File: src/rtl/apb_cmd_master.sv
// APB initiator that turns a valid/ready command stream into single APB transfers
// and returns read data or error/timeout status on a valid/ready response channel.
module apb_cmd_master #(
    parameter int unsigned TIMEOUT = 16
) (
    input  logic        clk,
    input  logic        rst,
    input  logic        cmd_valid,
    output logic        cmd_ready,
    input  logic        cmd_write,
    input  logic [31:0] cmd_addr,
    input  logic [31:0] cmd_wdata,
    output logic        rsp_valid,
    input  logic        rsp_ready,
    output logic [31:0] rsp_rdata,
    output logic        rsp_err,
    output logic        rsp_timeout,
    output logic        psel,
    output logic        penable,
    output logic        pwrite,
    output logic [31:0] paddr,
    output logic [31:0] pwdata,
    input  logic [31:0] prdata,
    input  logic        pready,
    input  logic        pslverr
);

    typedef enum logic [1:0] {
        IDLE,
        SETUP,
        ACCESS,
        RESP
    } state_t;

    state_t     state;
    state_t     state_next;
    logic [7:0] wait_cnt;
    logic       timed_out;

    // pready wins over an expiring counter, so timeout only fires with pready low
    assign timed_out = (wait_cnt == 8'(TIMEOUT - 1)) && !pready;

    always_ff @(posedge clk or posedge rst) begin
        if (rst) begin
            state <= IDLE;
        end else begin
            state <= state_next;
        end
    end

    always_comb begin
        state_next = state;
        case (state)
            IDLE:    if (cmd_valid) state_next = SETUP;
            SETUP:   state_next = ACCESS;
            ACCESS:  if (pready || timed_out) state_next = RESP;
            RESP:    if (rsp_ready) state_next = IDLE;
            default: state_next = IDLE;
        endcase
    end

    // Control outputs decode straight from state so reset drops them immediately
    assign cmd_ready = (state == IDLE);
    assign psel      = (state == SETUP) || (state == ACCESS);
    assign penable   = (state == ACCESS);
    assign rsp_valid = (state == RESP);

    always_ff @(posedge clk or posedge rst) begin
        if (rst) begin
            pwrite      <= 1'b0;
            paddr       <= 32'h0;
            pwdata      <= 32'h0;
            rsp_rdata   <= 32'h0;
            rsp_err     <= 1'b0;
            rsp_timeout <= 1'b0;
            wait_cnt    <= 8'h0;
        end else begin
            case (state)
                IDLE: begin
                    if (cmd_valid) begin
                        pwrite   <= cmd_write;
                        paddr    <= cmd_addr;
                        pwdata   <= cmd_wdata;
                        wait_cnt <= 8'h0;
                    end
                end
                ACCESS: begin
                    if (pready) begin
                        rsp_rdata   <= pwrite ? 32'h0 : prdata;
                        rsp_err     <= pslverr;
                        rsp_timeout <= 1'b0;
                    end else if (timed_out) begin
                        rsp_rdata   <= 32'h0;
                        rsp_err     <= 1'b1;
                        rsp_timeout <= 1'b1;
                    end else begin
                        wait_cnt <= wait_cnt + 8'h1;
                    end
                end
                default: begin
                end
            endcase
        end
    end

endmodule

File: config.mk
export PLATFORM = sky130hd
export DESIGN_NAME = apb_cmd_master
export DESIGN_NICKNAME = d
export VERILOG_FILES = /design/src/rtl/apb_cmd_master.sv
export SDC_FILE = /design/constraint.sdc
export NUM_CORES = 1
export LEC_CHECK = 0
export BUFFER_PORTS_ARGS = -buffer_cell sky130_fd_sc_hd__buf_2
export CAP_MARGIN = 40
export CORE_MARGIN = 4
export CORE_UTILIZATION = 46
export DETAILED_ROUTE_END_ITERATION = 8
export PLACE_DENSITY = 0.8
export SYNTH_ARGS = -nofsm -noshare
export SYNTH_HDL_FRONTEND = slang
export SYNTH_SLANG_ARGS = --single-unit
File: constraint.sdc
create_clock -name clk -period 4.1 [get_ports clk]
set_input_delay 0 -clock clk [delete_from_list [all_inputs] [get_ports clk]]
set_output_delay 0 -clock clk [all_outputs]
set_load 0.02 [all_outputs]
Word-level counts from Yosys, hierarchy flattened --
Cells that the tools add are included.
Cells by class: $add $sub $neg 1, eq/ne operators 9, multiplexer cells 14, reductions and logical operators 11
Operators with widths (number):
- two-way mux 32 bit | 3
- two-way mux 8 bit | 3
- case mux 8 bit (2 select lines) | 1
- adder 8 x 1 -> 8 bit (second input constant) | 1
- equality test 8 x 4 -> 1 bit (second input constant) | 1
- case mux 2 bit (4 select lines) | 1
- two-way mux 2 bit | 3
- inequality test 2 bit (second input constant) | 3
- equality test 2 bit (second input constant) | 2
- inequality test 2 x 1 -> 1 bit (second input constant) | 2
- AND reduction 2 bit | 2
- AND reduction 4 bit | 1
- nonzero test 2 bit | 2
- two-way mux 1 bit | 3
- AND reduction 3 bit | 1
- equality test 2 x 1 -> 1 bit (second input constant) | 1
- logical NOT 2 bit | 1
- logical OR 1 bit | 2
- logical AND 1 bit | 1
- logical NOT 1 bit | 1
Word-level totals: register bits after elaboration 109, logic and storage cells 43

Longest topological paths before layout --
Gate-level depths: netlist (run 1).
depth after elaboration 5, gate-level depth with buffers 7, depth with buffers taken out 6

Worst setup path before layout (run 1) --
OpenSTA, ideal clock, no wires.
path kind reg2reg, start register state[0], end register paddr[0], setup time 0.128 ns, data arrival time 1.699 ns, required time 3.972 ns, path slack 2.274 ns, stages on the path, launching flop included 7, cell sequence dfrtp_1 > inv_1 > ha_1 > nand2_1 > clkbuf_1 > buf_2 > mux2_1
Between the ends: cells in the longest elaborated chain, start to end 2
Ends and longest elaborated chain:
- from (decl) | line 35 | state_t state;
- from (signal assigned) | line 47 | state <= state_next;
- logical NOT 2 bit
- named net cmd_ready | line 9 | output logic cmd_ready,
- AND reduction 2 bit (no source line)
- to (signal assigned) | line 82 | paddr <= cmd_addr;
- to (decl) | line 21 | output logic [31:0] paddr,
The timed path passes the listed nets, and every way through them passes these cells. A chain may end at the register's enable or synchronous reset.

Final worst setup path (run 1) --
start register state[0], end register rsp_rdata[24]
Between the ends: cells in the longest elaborated chain, start to end 2
Ends and longest elaborated chain:
- equality test 2 bit | line 78 | case (state)
- AND reduction 2 bit (no source line)
- to (signal assigned) | line 89 | rsp_rdata <= pwrite ? 32'h0 : prdata;
- to (decl) | line 15 | output logic [31:0] rsp_rdata,
No other way between the ends.

==> results.json, run 1 <==
{
  "core_region_area_um2": 8891,
  "path_max_fanout": 26,
  "clkTransAtPathRegs_ps": 100,
  "cts_resized": 0,
  "design_area_um2": 6564,
  "syn_inst": 284,
  "top_level_ports": 206,
  "route.detailed.wl_per_inst_um": 18.12,
  "worst_path_max_delay_cell": "sky130_fd_sc_hd__ha_1",
  "path_cells": "inv_1 > ha_1 > nand2_1 > nor2_2 > buf_4 > a22o_1",
  "maxSlewHeadroom_pct": 46.75,
  "port_buffers": 205,
  "cts_max_level": 3,
  "yosys.area.top_type_share_pct": 63.97,
  "largest_net_degree_at_the_start_of_global_routing": 68,
  "synth_area_per_cell_um2": 15.01,
  "postCtsSetupRepairBufs": 0,
  "gp_routability_congestion": 0.8185,
  "power_density_nw_per_um2": 716.2,
  "final_layout_size_suffix_gt1_share_pct": 41.99,
  "num_vias": 3593,
  "syn_nets": 391,
  "placement.cell_area_um2": 5381,
  "floorplan.rows": 34,
  "min-delay-start": "rsp_ready",
  "finalHoldViolCount": 0,
  "portion_of_the_clock_cycle_consumed_by_the_worst_path_in_the_final_layout_pct": 56.04,
  "globalRouteTotalUtil_pct": 23.70,
  "grt_ovf": 0,
  "ys_ff_latch": 109,
  "number_of_buffers_created_by_cts": 9,
  "tightestPinTransition_ps": 798.8,
  "critical_path.reg2reg.startpoint": "state[0]",
  "die_w_um": 104.3,
  "crit_arrival_ps": 2590,
  "cts_tree": "built",
  "drt-initial-drc-count": 183,
  "grt_setup_unrepaired": "no",
  "critical-path-max-stage-delay_ps": 500,
  "layout_min_cycle_time_ps": 2298,
  "cts-root-to-sink-buffers": 2,
  "syn_area_um2": 4264,
  "fin_setup_tns_ps": 0,
  "hpwlAfterDp_mm": 7.730,
  "finalNetCount": 696,
  "final-max-slew-violation-count": 0,
  "crit_path_start": "state[0]",
  "via_count_of_the_first_global_routing_pass": 3932,
  "timing.critical_path.from_type": "register",
  "finalSetupViolations": 0,
  "grt_pass1_wl_mm": 20.66,
  "ys_seq_area_share_pct": 63.97,
  "timing.hold.worst.class": "primary input to register",
  "initial_core_util_pct": 47.96,
  "routed_via_density": 5.126,
  "finalClockSkew_ps": 14.86,
  "clock_sinks": 109,
  "die_height_um": 104.3,
  "antenna_found_initial": 0,
  "max_cap_viol_count": 0,
  "post-route-drc-count": 0,
  "synth.top_cells.by_area": "sky130_fd_sc_hd__dfrtp_1, sky130_fd_sc_hd__mux2_1, sky130_fd_sc_hd__a22o_1, sky130_fd_sc_hd__mux2_2, sky130_fd_sc_hd__ha_1",
  "irDropWorstVdd_mv": 0.3735,
  "synthDistinctLibCells": 35,
  "worst_skew_pair.late_latency_ps": 360,
  "area.growth.synth_to_final_pct": 53.93,
  "maxClockFrequency_ghz": 0.4352,
  "antenna_cells": 0,
  "first_pass_iters": 4,
  "die_area_um2": 10870,
  "antenna_left": 0,
  "timing.setup.critical_path_class": "register to register",
  "cts.hold.buffers_added": 100,
  "worstPathRequired_ps": 4390,
  "p_leak_nw": 3.280,
  "ctsRootBufferMaster": "sky130_fd_sc_hd__clkbuf_8",
  "result_of_the_run": "complete, no violations",
  "wl_mm": 12.70,
  "yosysTopAreaCell": "sky130_fd_sc_hd__dfrtp_1",
  "timing.critical_path.to_type": "register",
  "synth-warning-count": 0
}
==> power breakdown <==
part	total, mW	switching, mW	internal, mW
Clock	0.606	0.364	0.242
Sequential	1.86	0.287	1.58
Combinational	2.23	1.33	0.900
Total	4.70	1.98	2.72
==> critical path: cells and delay by family, from the launching register on <==
| kind | cells | cell delay, ps |
|---|---|---|
| simple gates | 2 | 660 |
| fa+ha+maj | 1 | 500 |
| buf+inv | 2 | 470 |
| flops | 1 | 410 |
| compound gates | 1 | 190 |
==> placed cells by master, fill, tap and decap left out, drive strengths merged <==
master and count:
a22o 34, o21a 2, mux2 67, or2 1, a2111oi 1, o211a 1, or3 2, nand4b 1
o32a 1, nand2b 3, o31ai 3, nand4 1, nor3 2, o21ai 2, ha 4, inv 7
a21oi 3, clkinvlp 2, dfrtp 109, nor2b 2, nor2 4, a211oi 1, o211ai 3, and3 2
and4b 1, nand3 2, clkinv 1, dlygate4sd3 100, nand2 11, o311ai 1, buf 209, clkbuf 10
==> routing by layer <==
layer	track usage [%]	up-vias	wire [um]
li1	-	1638	-
met1	28.03	1765	5107
met2	40.73	164	6434
met3	6.766	26	860
met4	9.212	0	298
met5	0	-	0
==> stage by stage <==
step / worst slack, ps / power [mW] / hold slack (ps) / util [%] / std cells
after floorplan: 1226 / 3.235 / 131.7 / - / 284
after global placement: 1703 / 3.912 / 195.6 / 60.30 / 585
after detailed placement: 1811 / 4.003 / 214.5 / 60.53 / 586
after CTS: 1784 / 4.682 / 64.64 / 73.82 / 701
after global routing: 1574 / 4.963 / 66.05 / 73.82 / 701
final: 1802 / 4.701 / 91.76 / 73.82 / 701
==> cell usage after synthesis <==
cell	number
sky130_fd_sc_hd__nand4b_1	1
sky130_fd_sc_hd__inv_1	5
sky130_fd_sc_hd__mux2_1	51
sky130_fd_sc_hd__a21oi_1	2
sky130_fd_sc_hd__o21ai_1	1
sky130_fd_sc_hd__a211oi_2	1
sky130_fd_sc_hd__dfrtp_1	109
sky130_fd_sc_hd__mux2_2	16
sky130_fd_sc_hd__nor3_2	1
sky130_fd_sc_hd__nor2_1	4
sky130_fd_sc_hd__buf_2	6
sky130_fd_sc_hd__o31ai_1	3
sky130_fd_sc_hd__and4b_1	1
sky130_fd_sc_hd__or3_1	2
sky130_fd_sc_hd__clkbuf_1	5
sky130_fd_sc_hd__buf_6	4
sky130_fd_sc_hd__o32a_1	1
sky130_fd_sc_hd__o211a_1	1
sky130_fd_sc_hd__o21a_1	2
sky130_fd_sc_hd__nand2b_1	2
sky130_fd_sc_hd__nand2b_4	1
sky130_fd_sc_hd__o21ai_0	1
sky130_fd_sc_hd__a2111oi_2	1
sky130_fd_sc_hd__ha_1	4
sky130_fd_sc_hd__or2_2	1
sky130_fd_sc_hd__nand2_1	11
sky130_fd_sc_hd__o311ai_1	1
sky130_fd_sc_hd__nand3_1	2
sky130_fd_sc_hd__and3_1	2
sky130_fd_sc_hd__o211ai_1	3
sky130_fd_sc_hd__nor2b_1	2
sky130_fd_sc_hd__a22o_1	34
sky130_fd_sc_hd__a21oi_2	1
sky130_fd_sc_hd__nor3_1	1
sky130_fd_sc_hd__nand4_1	1
==> logic make-up (layout without fill, tap and decap cells) <==
kind of cell	Yosys count	in the layout	synth area share (%)
adders and majority gates	4	4	1.174
AOI/OAI and AO/OA	52	52	10.39
buffers and inverters	20	329	2.641
muxes	67	67	17.69
and+or+nand+nor	32	32	4.137
DFF	109	109	63.97
==> final timing paths <==
path	to	slack (ps)	depth (start not counted)
worst max-delay path	rsp_rdata[24]	1800	6
worst min-delay path	state[0]	90	3
worst max register to register	rsp_rdata[24]	1800	6
worst min register to register	paddr[0]	500	1
max in group asynchronous	wait_cnt[0]	2710	4
min in group asynchronous	pwdata[13]	340	3
==> cell type report <==
type                       instances  area [um2]
sequential                       109        2728
fill                             545        2327
clock buffer                      10       137.6
multi-input combinational        155        1429
timing repair buffer             309        2069
inverter                           5       21.27
tap                              108       135.1
clock inverter                     5       43.79
==> flip-flops by register name, summed over array words and instances (netlist names) <==
| signal | flops |
|---|---|
| paddr | 32 |
| pwdata | 32 |
| pwrite | 1 |
| rsp_err | 1 |
| rsp_rdata | 32 |
| rsp_timeout | 1 |
| state | 2 |
| wait_cnt | 8 |
No activity file was read; power rests on OpenSTA's default activity.
==> run 2: changes to the inputs <==
- CORE_UTILIZATION: 46 -> 41
- PLACE_DENSITY: 0.8 -> 0.75
- clock period: 4.1 -> 2 ns (I/O delays scaled with it)
==> results.json, run 2 (synthesis results as in run 1) <==
{
  "timing.critical_path.from_type": "register",
  "grt_pass1_wl_mm": 18.88,
  "maxClockFrequency_ghz": 0.5353,
  "path_cells": "inv_1 > ha_1 > nand2b_1 > o211ai_1 > or3_1 > o311ai_1",
  "via_count_of_the_first_global_routing_pass": 3828,
  "tightestPinTransition_ps": 580.9,
  "rr_endpoint": "wait_cnt[5]",
  "worstPathRequired_ps": 2260,
  "portion_of_the_clock_cycle_consumed_by_the_worst_path_in_the_final_layout_pct": 93.41,
  "clkTransAtPathRegs_ps": 110,
  "num_vias": 3532,
  "timing.critical_path.to_type": "register",
  "layout_commonest_cell": "sky130_fd_sc_hd__buf_2",
  "rr_worst_depth": 6,
  "globalRouteTotalUtil_pct": 20.10,
  "postCtsSetupRepairBufs": 0,
  "stdcell_count": 731,
  "route.detailed.wl_per_inst_um": 16.87,
  "crit_path_start": "state[0]",
  "most-common-layout-cells": "sky130_fd_sc_hd__buf_2, sky130_fd_sc_hd__dfrtp_1, sky130_fd_sc_hd__dlygate4sd3_1",
  "area.growth.synth_to_final_pct": 56.78,
  "largest_net_degree_at_the_start_of_global_routing": 110,
  "gp_routability_congestion": 0.7820,
  "cts_tree": "built",
  "port_buffers": 205,
  "largest_registers": "paddr x32, pwdata x32, rsp_rdata x32",
  "power_density_nw_per_um2": 1469,
  "p_leak_nw": 3.327,
  "finalClockSkew_ps": 14.73,
  "finalSetupViolations": 0,
  "critical-path-max-stage-delay_ps": 390,
  "initial_core_util_pct": 42.84,
  "final-max-slew-violation-count": 0,
  "hpwlAfterDp_mm": 7.896,
  "grt_setup_unrepaired": "no",
  "cp-endpoint": "wait_cnt[5]",
  "detailedPlace.worstSlack_ps": 126.1,
  "result_of_the_run": "complete, no violations",
  "wl_mm": 12.33,
  "antenna_cells": 0,
  "top_level_ports": 206,
  "irDropWorstVdd_mv": 1.071,
  "routed_via_density": 4.832,
  "die_height_um": 110.0,
  "maxSlewHeadroom_pct": 61.10,
  "core_region_area_um2": 9955,
  "setup.reg_to_reg.worst_slack_ps": 130,
  "finalHoldViolCount": 0,
  "die_w_um": 110.0,
  "timing.setup.critical_path_class": "register to register",
  "final_layout_size_suffix_gt1_share_pct": 42.47,
  "worst_skew_pair.late_latency_ps": 360,
  "finalNetCount": 700,
  "fin_setup_tns_ps": 0,
  "cts_max_level": 3,
  "cts_resized": 0,
  "path_max_fanout": 8,
  "die_area_um2": 12100,
  "cts-root-to-sink-buffers": 2,
  "crit_arrival_ps": 2130,
  "worst_path_max_delay_cell": "sky130_fd_sc_hd__dfrtp_1",
  "finalCoreUtilization_pct": 67.16,
  "number_of_buffers_created_by_cts": 9,
  "ctsRootBufferMaster": "sky130_fd_sc_hd__clkbuf_8",
  "max_cap_viol_count": 0,
  "grt_ovf": 0,
  "timing.hold.worst.class": "primary input to register",
  "first_pass_iters": 4,
  "layout_min_cycle_time_ps": 1868,
  "drt-initial-drc-count": 123,
  "finalWorstSetupSlack_ps": 131.8,
  "antenna_left": 0,
  "post-route-drc-count": 0,
  "floorplan.rows": 36,
  "antenna_found_initial": 0,
  "min-delay-start": "rsp_ready",
  "clock_sinks": 109,
  "critical_path.reg2reg.startpoint": "state[0]",
  "dpl.cell_count": 615,
  "cts.hold.buffers_added": 100
}
-- run 2: worst min path at each step --
| stage | cells after the start | end |
|---|---|---|
| 3_5_place_dp | 3 | pwdata[20] |
| 6_report | 3 | state[0] |
| 4_1_cts | 3 | state[0] |
| 2_1_floorplan | 1 | paddr[0] |
| 5_1_grt | 3 | state[0] |
| 3_3_place_gp | 3 | pwdata[20] |
-- run 2: final cells by class --
class	count	area, um2
fillers	694	3269
flip-flops and latches	109	2728
repair buffers	313	2125
multi-input cells	155	1429
well taps	133	166.4
clock buffers	10	137.6
clock inverters	6	77.57
inverters	5	22.52
-- run 2: power by group --
part	leakage [nW]	total [mW]	switching, mW	internal (mW)
combinational	1.88	4.61	2.71	1.90
sequential	1.34	3.79	0.561	3.23
clock	0.107	1.42	0.783	0.639
-- run 2: per-stage QoR --
step,total power [mW],instance area (um2),hold WS (ps)
floorplan,6.633,4268,131.7
global placement,8.102,5469,203.9
detailed placement,8.284,5469,217.3
CTS,9.858,6685,60.36
global route,10.39,6685,55.89
finish,9.820,6685,73.95
-- run 2: worst max-delay path: cells and delay by family (launching register included) --
kind,cells,cell delay (ps)
AND/OR/NAND/NOR,2,520
AO/OA/AOI/OAI,2,490
flip-flops,1,390
adder cells (fa/ha/maj),1,290
buffers and inverters,1,80
-- run 2: per-layer routing --
layer,up-vias,part of all wire (%),global-route usage (%)
met3,21,6.6,4.659
met4,0,2.0,5.877
met5,-,0,0
met2,137,53,37.61
li1,1649,-,-
met1,1725,38,22.62
